[config.mk]
export PLATFORM = sky130hd
export DESIGN_NAME = multicycle_ctrl_flat
export DESIGN_NICKNAME = d
export VERILOG_FILES = /design/src/rtl/multicycle_ctrl_if.sv /design/src/rtl/multicycle_ctrl.sv /design/src/flat_wrapper.sv
export SDC_FILE = /design/constraint.sdc
export NUM_CORES = 1
export LEC_CHECK = 0
export ABC_CLOCK_PERIOD_IN_PS = 4400
export CAP_MARGIN = 20
export CORE_MARGIN = 1
export CORE_UTILIZATION = 50
export DETAILED_ROUTE_END_ITERATION = 12
export PLACE_DENSITY = 0.84
export SLEW_MARGIN = 20
export SYNTH_ARGS = -nofsm -noshare
export SYNTH_HDL_FRONTEND = slang
export SYNTH_SLANG_ARGS = --single-unit
[constraint.sdc]
create_clock -name clk_i -period 4.4 [get_ports clk_i]
set_clock_uncertainty 0.1 [all_clocks]
set_input_delay 0.66 -clock clk_i [delete_from_list [all_inputs] [get_ports clk_i]]
set_output_delay 0.66 -clock clk_i [all_outputs]
set_load 0.005 [all_outputs]
[src/rtl/multicycle_ctrl_if.sv]
// Control bundle between the multi-cycle controller and the shared datapath/memory.
// The master side is the controller; the slave side is the datapath that feeds
// it the instruction fields, ALU flag and memory handshake.
interface multicycle_ctrl_if #(
    parameter int CNT_W = 16
);
    logic [5:0]       instr_op_i;
    logic [5:0]       funct_i;
    logic             zero_i;
    logic             mem_ready_i;
    logic             mem_req_o;
    logic             iord_o;
    logic             mem_we_o;
    logic             ir_write_o;
    logic             pc_write_o;
    logic [1:0]       pc_src_o;
    logic             reg_write_o;
    logic [1:0]       reg_dst_o;
    logic [1:0]       mem_to_reg_o;
    logic             alu_src_a_o;
    logic [1:0]       alu_src_b_o;
    logic [2:0]       alu_op_o;
    logic             trap_o;
    logic [CNT_W-1:0] instr_cnt_o;

    modport master (
        input  instr_op_i, funct_i, zero_i, mem_ready_i,
        output mem_req_o, iord_o, mem_we_o, ir_write_o, pc_write_o, pc_src_o,
               reg_write_o, reg_dst_o, mem_to_reg_o, alu_src_a_o, alu_src_b_o,
               alu_op_o, trap_o, instr_cnt_o
    );

    modport slave (
        output instr_op_i, funct_i, zero_i, mem_ready_i,
        input  mem_req_o, iord_o, mem_we_o, ir_write_o, pc_write_o, pc_src_o,
               reg_write_o, reg_dst_o, mem_to_reg_o, alu_src_a_o, alu_src_b_o,
               alu_op_o, trap_o, instr_cnt_o
    );
endinterface

[src/rtl/multicycle_ctrl.sv]
// Multi-cycle control FSM: sequences fetch/decode/execute/memory/writeback over
// the shared datapath, waits on a variable-latency memory handshake, and traps
// on an illegal opcode or when a memory access exceeds its wait budget.
// All controls are decoded from the registered state, so forcing the state to
// IDLE with the asynchronous reset drops every request and write enable at once.
module multicycle_ctrl #(
    parameter int MAX_WAIT = 16,
    parameter int CNT_W    = 16
) (
    input  logic             clk_i,
    input  logic             rst_i,
    multicycle_ctrl_if.master bus
);
    localparam int WAIT_W = (MAX_WAIT > 2) ? $clog2(MAX_WAIT) : 1;
    localparam logic [WAIT_W-1:0] WAIT_LAST = WAIT_W'(MAX_WAIT - 1);

    localparam logic [2:0] S_IDLE   = 3'd0;
    localparam logic [2:0] S_FETCH  = 3'd1;
    localparam logic [2:0] S_DECODE = 3'd2;
    localparam logic [2:0] S_EXEC   = 3'd3;
    localparam logic [2:0] S_MEM    = 3'd4;
    localparam logic [2:0] S_WB     = 3'd5;
    localparam logic [2:0] S_TRAP   = 3'd6;

    localparam logic [3:0] C_R    = 4'd0;
    localparam logic [3:0] C_JR   = 4'd1;
    localparam logic [3:0] C_BEQ  = 4'd2;
    localparam logic [3:0] C_BNE  = 4'd3;
    localparam logic [3:0] C_J    = 4'd4;
    localparam logic [3:0] C_JAL  = 4'd5;
    localparam logic [3:0] C_LW   = 4'd6;
    localparam logic [3:0] C_SW   = 4'd7;
    localparam logic [3:0] C_ADDI = 4'd8;
    localparam logic [3:0] C_SLTI = 4'd9;
    localparam logic [3:0] C_ORI  = 4'd10;
    localparam logic [3:0] C_LUI  = 4'd11;
    localparam logic [3:0] C_ILL  = 4'd15;

    logic [2:0]        r_state;
    logic [3:0]        r_class;
    logic [WAIT_W-1:0] r_wait;
    logic [CNT_W-1:0]  r_cnt;

    logic [2:0] w_next;
    logic [3:0] w_class;
    logic       w_timeout;
    logic       w_retire;
    logic       w_mem_req, w_iord, w_mem_we, w_ir_write, w_pc_write, w_reg_write;
    logic       w_alu_src_a, w_trap;
    logic [1:0] w_pc_src, w_reg_dst, w_mem_to_reg, w_alu_src_b;
    logic [2:0] w_alu_op;

    assign w_timeout = (r_wait == WAIT_LAST) && !bus.mem_ready_i;
    assign w_retire  = (w_next == S_FETCH) &&
                       (r_state == S_DECODE || r_state == S_EXEC ||
                        r_state == S_MEM    || r_state == S_WB);

    // Classify the instruction currently held in IR; anything unlisted is illegal.
    always_comb begin
        w_class = C_ILL;
        case (bus.instr_op_i)
            6'd0:  w_class = (bus.funct_i == 6'd8) ? C_JR : C_R;
            6'd2:  w_class = C_J;
            6'd3:  w_class = C_JAL;
            6'd4:  w_class = C_BEQ;
            6'd5:  w_class = C_BNE;
            6'd8:  w_class = C_ADDI;
            6'd10: w_class = C_SLTI;
            6'd13: w_class = C_ORI;
            6'd15: w_class = C_LUI;
            6'd35: w_class = C_LW;
            6'd43: w_class = C_SW;
            default: w_class = C_ILL;
        endcase
    end

    // Next-state and per-cycle datapath controls, all zero unless the state asks.
    always_comb begin
        w_next       = r_state;
        w_mem_req    = 1'b0;
        w_iord       = 1'b0;
        w_mem_we     = 1'b0;
        w_ir_write   = 1'b0;
        w_pc_write   = 1'b0;
        w_pc_src     = 2'd0;
        w_reg_write  = 1'b0;
        w_reg_dst    = 2'd0;
        w_mem_to_reg = 2'd0;
        w_alu_src_a  = 1'b0;
        w_alu_src_b  = 2'd0;
        w_alu_op     = 3'd0;
        w_trap       = 1'b0;
        case (r_state)
            S_IDLE: w_next = S_FETCH;
            S_FETCH: begin
                w_mem_req   = 1'b1;
                w_alu_src_b = 2'd1;
                if (bus.mem_ready_i) begin
                    w_ir_write = 1'b1;
                    w_pc_write = 1'b1;
                    w_next     = S_DECODE;
                end else if (w_timeout) begin
                    w_next = S_TRAP;
                end
            end
            S_DECODE: begin
                w_alu_src_b = 2'd3;
                w_next      = S_EXEC;
                case (w_class)
                    C_J: begin
                        w_pc_write = 1'b1;
                        w_pc_src   = 2'd2;
                        w_next     = S_FETCH;
                    end
                    C_JAL: begin
                        w_pc_write   = 1'b1;
                        w_pc_src     = 2'd2;
                        w_reg_write  = 1'b1;
                        w_reg_dst    = 2'd2;
                        w_mem_to_reg = 2'd3;
                        w_next       = S_FETCH;
                    end
                    C_JR: begin
                        w_pc_write = 1'b1;
                        w_pc_src   = 2'd3;
                        w_next     = S_FETCH;
                    end
                    C_ILL: w_next = S_TRAP;
                    default: w_next = S_EXEC;
                endcase
            end
            S_EXEC: begin
                w_alu_src_a = 1'b1;
                w_alu_src_b = 2'd2;
                w_next      = S_WB;
                case (r_class)
                    C_R: begin
                        w_alu_src_b = 2'd0;
                        w_alu_op    = 3'd2;
                    end
                    C_SLTI: w_alu_op = 3'd3;
                    C_ORI:  w_alu_op = 3'd4;
                    C_LUI:  w_alu_op = 3'd5;
                    C_LW, C_SW: w_next = S_MEM;
                    C_BEQ, C_BNE: begin
                        w_alu_src_b = 2'd0;
                        w_alu_op    = 3'd1;
                        w_pc_src    = 2'd1;
                        w_pc_write  = (r_class == C_BEQ) ? bus.zero_i : !bus.zero_i;
                        w_next      = S_FETCH;
                    end
                    default: w_alu_op = 3'd0;
                endcase
            end
            S_MEM: begin
                w_mem_req = 1'b1;
                w_iord    = 1'b1;
                w_mem_we  = (r_class == C_SW);
                if (bus.mem_ready_i) begin
                    w_next = (r_class == C_SW) ? S_FETCH : S_WB;
                end else if (w_timeout) begin
                    w_next = S_TRAP;
                end
            end
            S_WB: begin
                w_reg_write  = 1'b1;
                w_reg_dst    = (r_class == C_R)  ? 2'd1 : 2'd0;
                w_mem_to_reg = (r_class == C_LW) ? 2'd1 : 2'd0;
                w_next       = S_FETCH;
            end
            S_TRAP: w_trap = 1'b1;
            default: w_next = S_IDLE;
        endcase
    end

    // State, latched class, memory wait counter and retired-instruction counter.
    always_ff @(posedge clk_i or negedge rst_i) begin
        if (!rst_i) begin
            r_state <= S_IDLE;
            r_class <= 4'd0;
            r_wait  <= '0;
            r_cnt   <= '0;
        end else begin
            r_state <= w_next;
            if (r_state == S_DECODE) begin
                r_class <= w_class;
            end
            if ((r_state == S_FETCH || r_state == S_MEM) && !bus.mem_ready_i) begin
                r_wait <= r_wait + WAIT_W'(1);
            end else begin
                r_wait <= '0;
            end
            if (w_retire) begin
                r_cnt <= r_cnt + CNT_W'(1);
            end
        end
    end

    assign bus.mem_req_o    = w_mem_req;
    assign bus.iord_o       = w_iord;
    assign bus.mem_we_o     = w_mem_we;
    assign bus.ir_write_o   = w_ir_write;
    assign bus.pc_write_o   = w_pc_write;
    assign bus.pc_src_o     = w_pc_src;
    assign bus.reg_write_o  = w_reg_write;
    assign bus.reg_dst_o    = w_reg_dst;
    assign bus.mem_to_reg_o = w_mem_to_reg;
    assign bus.alu_src_a_o  = w_alu_src_a;
    assign bus.alu_src_b_o  = w_alu_src_b;
    assign bus.alu_op_o     = w_alu_op;
    assign bus.trap_o       = w_trap;
    assign bus.instr_cnt_o  = r_cnt;
endmodule

[src/flat_wrapper.sv]
// flat-port wrapper written by rule: the top's interface ports become plain ports
module multicycle_ctrl_flat 
#(
    parameter int MAX_WAIT = 16,
    parameter int CNT_W    = 16
)
  (clk_i, rst_i, bus_instr_op_i, bus_funct_i, bus_zero_i, bus_mem_ready_i, bus_mem_req_o, bus_iord_o, bus_mem_we_o, bus_ir_write_o, bus_pc_write_o, bus_pc_src_o, bus_reg_write_o, bus_reg_dst_o, bus_mem_to_reg_o, bus_alu_src_a_o, bus_alu_src_b_o, bus_alu_op_o, bus_trap_o, bus_instr_cnt_o);
  multicycle_ctrl_if #(.CNT_W(CNT_W)) bus_i ();
  input  logic clk_i;
  input  logic rst_i;
  input wire logic [$bits(bus_i.instr_op_i)-1:0] bus_instr_op_i;
  input wire logic [$bits(bus_i.funct_i)-1:0] bus_funct_i;
  input wire logic [$bits(bus_i.zero_i)-1:0] bus_zero_i;
  input wire logic [$bits(bus_i.mem_ready_i)-1:0] bus_mem_ready_i;
  output wire logic [$bits(bus_i.mem_req_o)-1:0] bus_mem_req_o;
  output wire logic [$bits(bus_i.iord_o)-1:0] bus_iord_o;
  output wire logic [$bits(bus_i.mem_we_o)-1:0] bus_mem_we_o;
  output wire logic [$bits(bus_i.ir_write_o)-1:0] bus_ir_write_o;
  output wire logic [$bits(bus_i.pc_write_o)-1:0] bus_pc_write_o;
  output wire logic [$bits(bus_i.pc_src_o)-1:0] bus_pc_src_o;
  output wire logic [$bits(bus_i.reg_write_o)-1:0] bus_reg_write_o;
  output wire logic [$bits(bus_i.reg_dst_o)-1:0] bus_reg_dst_o;
  output wire logic [$bits(bus_i.mem_to_reg_o)-1:0] bus_mem_to_reg_o;
  output wire logic [$bits(bus_i.alu_src_a_o)-1:0] bus_alu_src_a_o;
  output wire logic [$bits(bus_i.alu_src_b_o)-1:0] bus_alu_src_b_o;
  output wire logic [$bits(bus_i.alu_op_o)-1:0] bus_alu_op_o;
  output wire logic [$bits(bus_i.trap_o)-1:0] bus_trap_o;
  output wire logic [$bits(bus_i.instr_cnt_o)-1:0] bus_instr_cnt_o;
  assign bus_i.instr_op_i = bus_instr_op_i;
  assign bus_i.funct_i = bus_funct_i;
  assign bus_i.zero_i = bus_zero_i;
  assign bus_i.mem_ready_i = bus_mem_ready_i;
  assign bus_mem_req_o = bus_i.mem_req_o;
  assign bus_iord_o = bus_i.iord_o;
  assign bus_mem_we_o = bus_i.mem_we_o;
  assign bus_ir_write_o = bus_i.ir_write_o;
  assign bus_pc_write_o = bus_i.pc_write_o;
  assign bus_pc_src_o = bus_i.pc_src_o;
  assign bus_reg_write_o = bus_i.reg_write_o;
  assign bus_reg_dst_o = bus_i.reg_dst_o;
  assign bus_mem_to_reg_o = bus_i.mem_to_reg_o;
  assign bus_alu_src_a_o = bus_i.alu_src_a_o;
  assign bus_alu_src_b_o = bus_i.alu_src_b_o;
  assign bus_alu_op_o = bus_i.alu_op_o;
  assign bus_trap_o = bus_i.trap_o;
  assign bus_instr_cnt_o = bus_i.instr_cnt_o;
  multicycle_ctrl #(.MAX_WAIT(MAX_WAIT), .CNT_W(CNT_W)) u_core (.clk_i(clk_i), .rst_i(rst_i), .bus(bus_i));
endmodule
# Word level (Yosys, flattened, before mapping)
# Cells that the tools add are included.
[totals]
reg_bits = 27
in_bits = 16
out_inout_bits = 35
word_cells = 91
[op_classes]
addsub = 2
n_eq_ne = 30
n_mux = 36
reduce_logical = 19
[ops]
columns = ["operator", "count"]
rows = [
  ["4-bit one-hot mux with 11 select lines", 1],
  ["6-bit by 4-bit equality test with 1-bit output, second input constant", 5],
  ["4-bit equality test, second input constant", 5],
  ["3-bit one-hot mux with 6 select lines", 1],
  ["16-bit by 1-bit adder with 16-bit output, second input constant", 1],
  ["4-bit by 3-bit equality test with 1-bit output, second input constant", 4],
  ["2-bit one-hot mux with 2 select lines", 4],
  ["1-bit 2-to-1 mux", 15],
  ["3-bit 2-to-1 mux", 5],
  ["3-bit one-hot mux with 5 select lines", 1],
  ["6-bit by 2-bit equality test with 1-bit output, second input constant", 2],
  ["6-bit by 3-bit equality test with 1-bit output, second input constant", 2],
  ["6-bit equality test, second input constant", 2],
  ["3-bit one-hot mux with 2 select lines", 2],
  ["2-bit OR reduction", 5],
  ["3-bit equality test, second input constant", 3],
  ["4-bit by 2-bit equality test with 1-bit output, second input constant", 2],
  ["3-bit by 1-bit equality test with 1-bit output, second input constant", 2],
  ["3-bit by 2-bit equality test with 1-bit output, second input constant", 2],
  ["6-bit logical NOT", 1],
  ["2-bit 2-to-1 mux", 3],
  ["2-bit one-hot mux with 3 select lines", 1],
  ["3-bit OR reduction", 2],
  ["4-bit by 1-bit adder with 4-bit output, second input constant", 1],
  ["9 further kinds", 15],
]

# Logic depth before layout (Yosys ltp)
[depth]
ltp_word = 9
depth_mapped = 9
depth_no_buf = 7

# Worst setup path before layout
# No wires, ideal clock.
[synth_timing]
path_kind = "flip-flop to output port"
from = "reg u_core.r_state[2]"
to = "out bus_reg_dst_o[1]"
arrival_ps = 1568
t_required_ps = 3640
slack_ps = 2072
path_stages_with_launch = 8
n_path_buf = 3
path_cell_list = "dfrtp_1 -> buf_2 -> nand2b_1 -> nor2_1 -> clkbuf_1 -> nand4_1 -> inv_1 -> buf_4"
[synth_via]
elab_chain_len = 2
elab_cells_between_ends = 3
cone_classes = "eq/ne (2); mux (1)"
[synth_lines]
columns = ["item", "line_no", "text"]
rows = [
  ["from (decl)", "multicycle_ctrl.sv:39", "logic [2:0] r_state;"],
  ["from (signal assigned)", "multicycle_ctrl.sv:184", "r_state <= w_next;"],
  ["3-bit equality test / 3-bit by 2-bit equality test with 1-bit output (equally long branches)", "multicycle_ctrl.sv:93", "case (r_state)"],
  ["2-bit one-hot mux with 2 select lines (*)", "multicycle_ctrl.sv:93", ""],
  ["to (decl)", "flat_wrapper.sv:22", "output wire logic [$bits(bus_i.reg_dst_o)-1:0] bus_reg_dst_o;"],
]
# Mark *: on every way between the ends. The rest lies on a longest branch, timed or not.

# Worst setup path in the final report
[layout_timing]
from = "in bus_instr_op_i[2]"
to = "out bus_pc_write_o"
[layout_via]
elab_chain_len = 6
elab_cells_between_ends = 18
cone_classes = "eq/ne (13); mux (3); reduce/logical (2)"
[layout_lines]
columns = ["item", "line_no", "text"]
rows = [
  ["from (decl)", "flat_wrapper.sv:11", "input wire logic [$bits(bus_i.instr_op_i)-1:0] bus_instr_op_i;"],
  ["6-bit equality test (tied with other cells)", "multicycle_ctrl.sv:61", "case (bus.instr_op_i)"],
  ["4-bit one-hot mux with 11 select lines (*)", "multicycle_ctrl.sv:61", ""],
  ["4-bit by 3-bit equality test with 1-bit output / 4-bit by 1-bit equality test with 1-bit output (equally long branches)", "multicycle_ctrl.sv:109", "case (w_class)"],
  ["3-bit OR reduction (no source line) (*)", "n/a", ""],
  ["1-bit 2-to-1 mux (*)", "multicycle_ctrl.sv:109", ""],
  ["1-bit one-hot mux with 3 select lines (*)", "multicycle_ctrl.sv:93", ""],
  ["to (decl)", "flat_wrapper.sv:19", "output wire logic [$bits(bus_i.pc_write_o)-1:0] bus_pc_write_o;"],
]
# Marks and branches as above.

==> impl_metrics.toml <==
[die]
io_pins = 51
initial_core_util_pct = 54.25
die_h_um = 60.49
die-area_mm2 = 0.003658
rows = 20
die_x_um = 60.49
core_mm2 = 0.003153

[timing]
whs_ns = 0.3686
fin_crit_ns = 3.460
tightest_slew_ns = 0.7043
max_freq_mhz = 289.0
slew_violations = 0
hold_viol_final = 0
timing.final.ws_setup_ns = 0.9400
tns_ns = 0
final-setup-viol-count = 0
max_slew_margin_pct = 51.83
period_share_pct = 78.64
rsz0062_at_grt = "false"

[synthesis]
synthFlopType = "dfrtp_1"
avgSynthCellArea_um2 = 8.816
synthTopCellsByCount = "dfrtp_1 (27), nor2_1 (19), xnor2_1 (17)"
synth-seq-cells = 27
yosysSeqAreaShare_pct = 39.50
syn_inst = 194
synthArstFlopShare_pct = 100.0
synthTopCellsByArea = "dfrtp_1 (40%), xnor2_1 (8.7%), nand4_1 (4.4%)"
synth.largest_area_cell = "dfrtp_1"
synth-edff-count = 0
ys_warn_count = 0
yosysMostFrequentCell = "dfrtp_1"
synth_nets = 212
synth_top_area_share_pct = 39.50
ys_types = 42
netlist_area_mm2 = 0.001710

[clock_network]
cts_htree_levels = 1
cts_hold_buffers = 0
cts_tree = "built"
cts.clk_slew.worst_paths_ns = 0.14
clk_latency_ns = 0.33
post-cts-setup-buffer-count = 0
root_buffer = "clkbuf_4"
cts_sinks = 27
numCtsBuffers = 3
cts_resized = 0
clk_path_buf_depth = 2

[worst_setup_path]
path_cells = "clkdlybuf4s50_1, or3_4, nor2_1, nand2_1, nor2_1, a311o_1, clkdlybuf4s50_1"
critPathLaunch = "bus_instr_op_i[2]"
crit_family = "buffers and inverters"
critPathLaunchType = "primary input"
arrival_ns = 2.70
end_kind = "primary output"
cp_max_fo = 8
critPathKind = "primary input to primary output"
cp.required_ns = 3.64
worstReg2RegStart = "u_core.r_state[0]"
crit_path_max_incr_delay_ns = 0.53
cp_slowest_cell = "clkdlybuf4s50_1"
critPathBufInv = 2

[global_routing]
grt_usage_pct = 21.80
grt_max_degree = 28
antenna_found_initial = 0
grt_pass1_wl_um = 6051
grt_pass1_vias = 1357
grt_overflow_total = 0

[route]
drc_errors = 0
via_count = 1558
viasPerCell = 5.544
wl_per_cell_um = 13.36
drtPass1Iterations = 4
postRouteAntennaNets = 0
routed_wl_um = 3753
dr.first_iter.drc_count = 99

[finish]
stdcell_area_mm2 = 0.002232
fin_nets = 256
drive_above_1_share_pct = 3.376
num_antenna_cells = 0
syn_to_final_growth_pct = 30.50
fill_cells = 267
postLayoutCoreUtil_pct = 70.79
finalNonFillerCells = 281

[placed_design]
placed_cell_area_mm2 = 0.002202
dpl.cell_count = 277
dpl_worst_slack_ns = 0.9528
dpl.hpwl_um = 2805
gp_congestion = 0.8325
io_buffer_count = 50

[power]
power.leakage_nw = 0.8856
power_density_mw_per_mm2 = 435.8
vdd_drop_max_mv = 0.1833
power_mw = 0.9727

[status]
status = "complete, no violations"

[min_path]
hp-start = "u_core.r_wait[0]"
hold_class = "flop to flop"

[flow_run]
drv_cap = 0
-- cells by family after synthesis --
group                      share of synthesized area [%]
buffers and inverters                              5.486
xor gates and xnor gates                           10.75
AOI/OAI and AO/OA                                  12.73
adders and majority gates                          1.463
DFF                                                39.50
and+or+nand+nor                                    30.07
-- path summary, 6_finish.rpt --
| check | cells after the start | slack [ns] | end |
|---|---|---|---|
| setup / recovery | 7 | 0.94 | bus_pc_write_o |
| hold / removal | 1 | 0.37 | u_core.r_wait[0] |
| setup reg to reg | 6 | 2.09 | u_core.bus.instr_cnt_o[6] |
| hold reg to reg | 1 | 0.37 | u_core.r_wait[0] |
| max in group asynchronous | 2 | 3.38 | u_core.r_class[1] |
| min in group asynchronous | 2 | 0.58 | u_core.bus.instr_cnt_o[4] |
-- power breakdown --
group | total, mW | internal, mW | switching, mW
clock network | 0.110 | 0.0349 | 0.0748
logic | 0.454 | 0.241 | 0.213
registers | 0.409 | 0.305 | 0.104
total | 0.973 | 0.580 | 0.392
-- state kept, by name (all words and copies together) (netlist names) --
register	flops
u_core.bus.instr_cnt_o	16
u_core.r_class	4
u_core.r_wait	4
u_core.r_state	3
-- final cells by class --
cell class | instances | area (um^2) | share of cell area (%)
multi-input cells | 150 | 940.9 | 42.15
inverters | 4 | 15.01 | 0.6726
clock buffers | 3 | 22.52 | 1.009
repair buffers | 52 | 515.5 | 23.09
clock inverters | 1 | 7.507 | 0.3363
flip-flops and latches | 27 | 675.6 | 30.27
well taps | 44 | 55.05 | 2.466
-- placed cells by master, fill, tap and decap left out, types with 3 or more instances in the layout --
cell and n:
nand3_1 6, o21ai_0 3, clkdlybuf4s50_1 50, nor2_1 19, nand2_1 16, nor2b_1 5
xor2_1 4, xnor2_1 17, nor3_1 4, nand2b_1 7, and3_1 10, a21oi_1 11
inv_1 4, clkbuf_4 3, dfrtp_1 27, o22ai_1 3, nor3b_1 3, nand4_1 12
-- routing by layer --
| metal | wire, um | up-vias | global-route usage, % |
|---|---|---|---|
| met1 | 1702 | 738 | 29.40 |
| li1 | - | 771 | - |
| met4 | 55 | 0 | 8.766 |
| met5 | 0 | - | 0 |
| met3 | 119 | 5 | 2.559 |
| met2 | 1876 | 44 | 35.79 |
No activity file was read; power rests on OpenSTA's default activity.
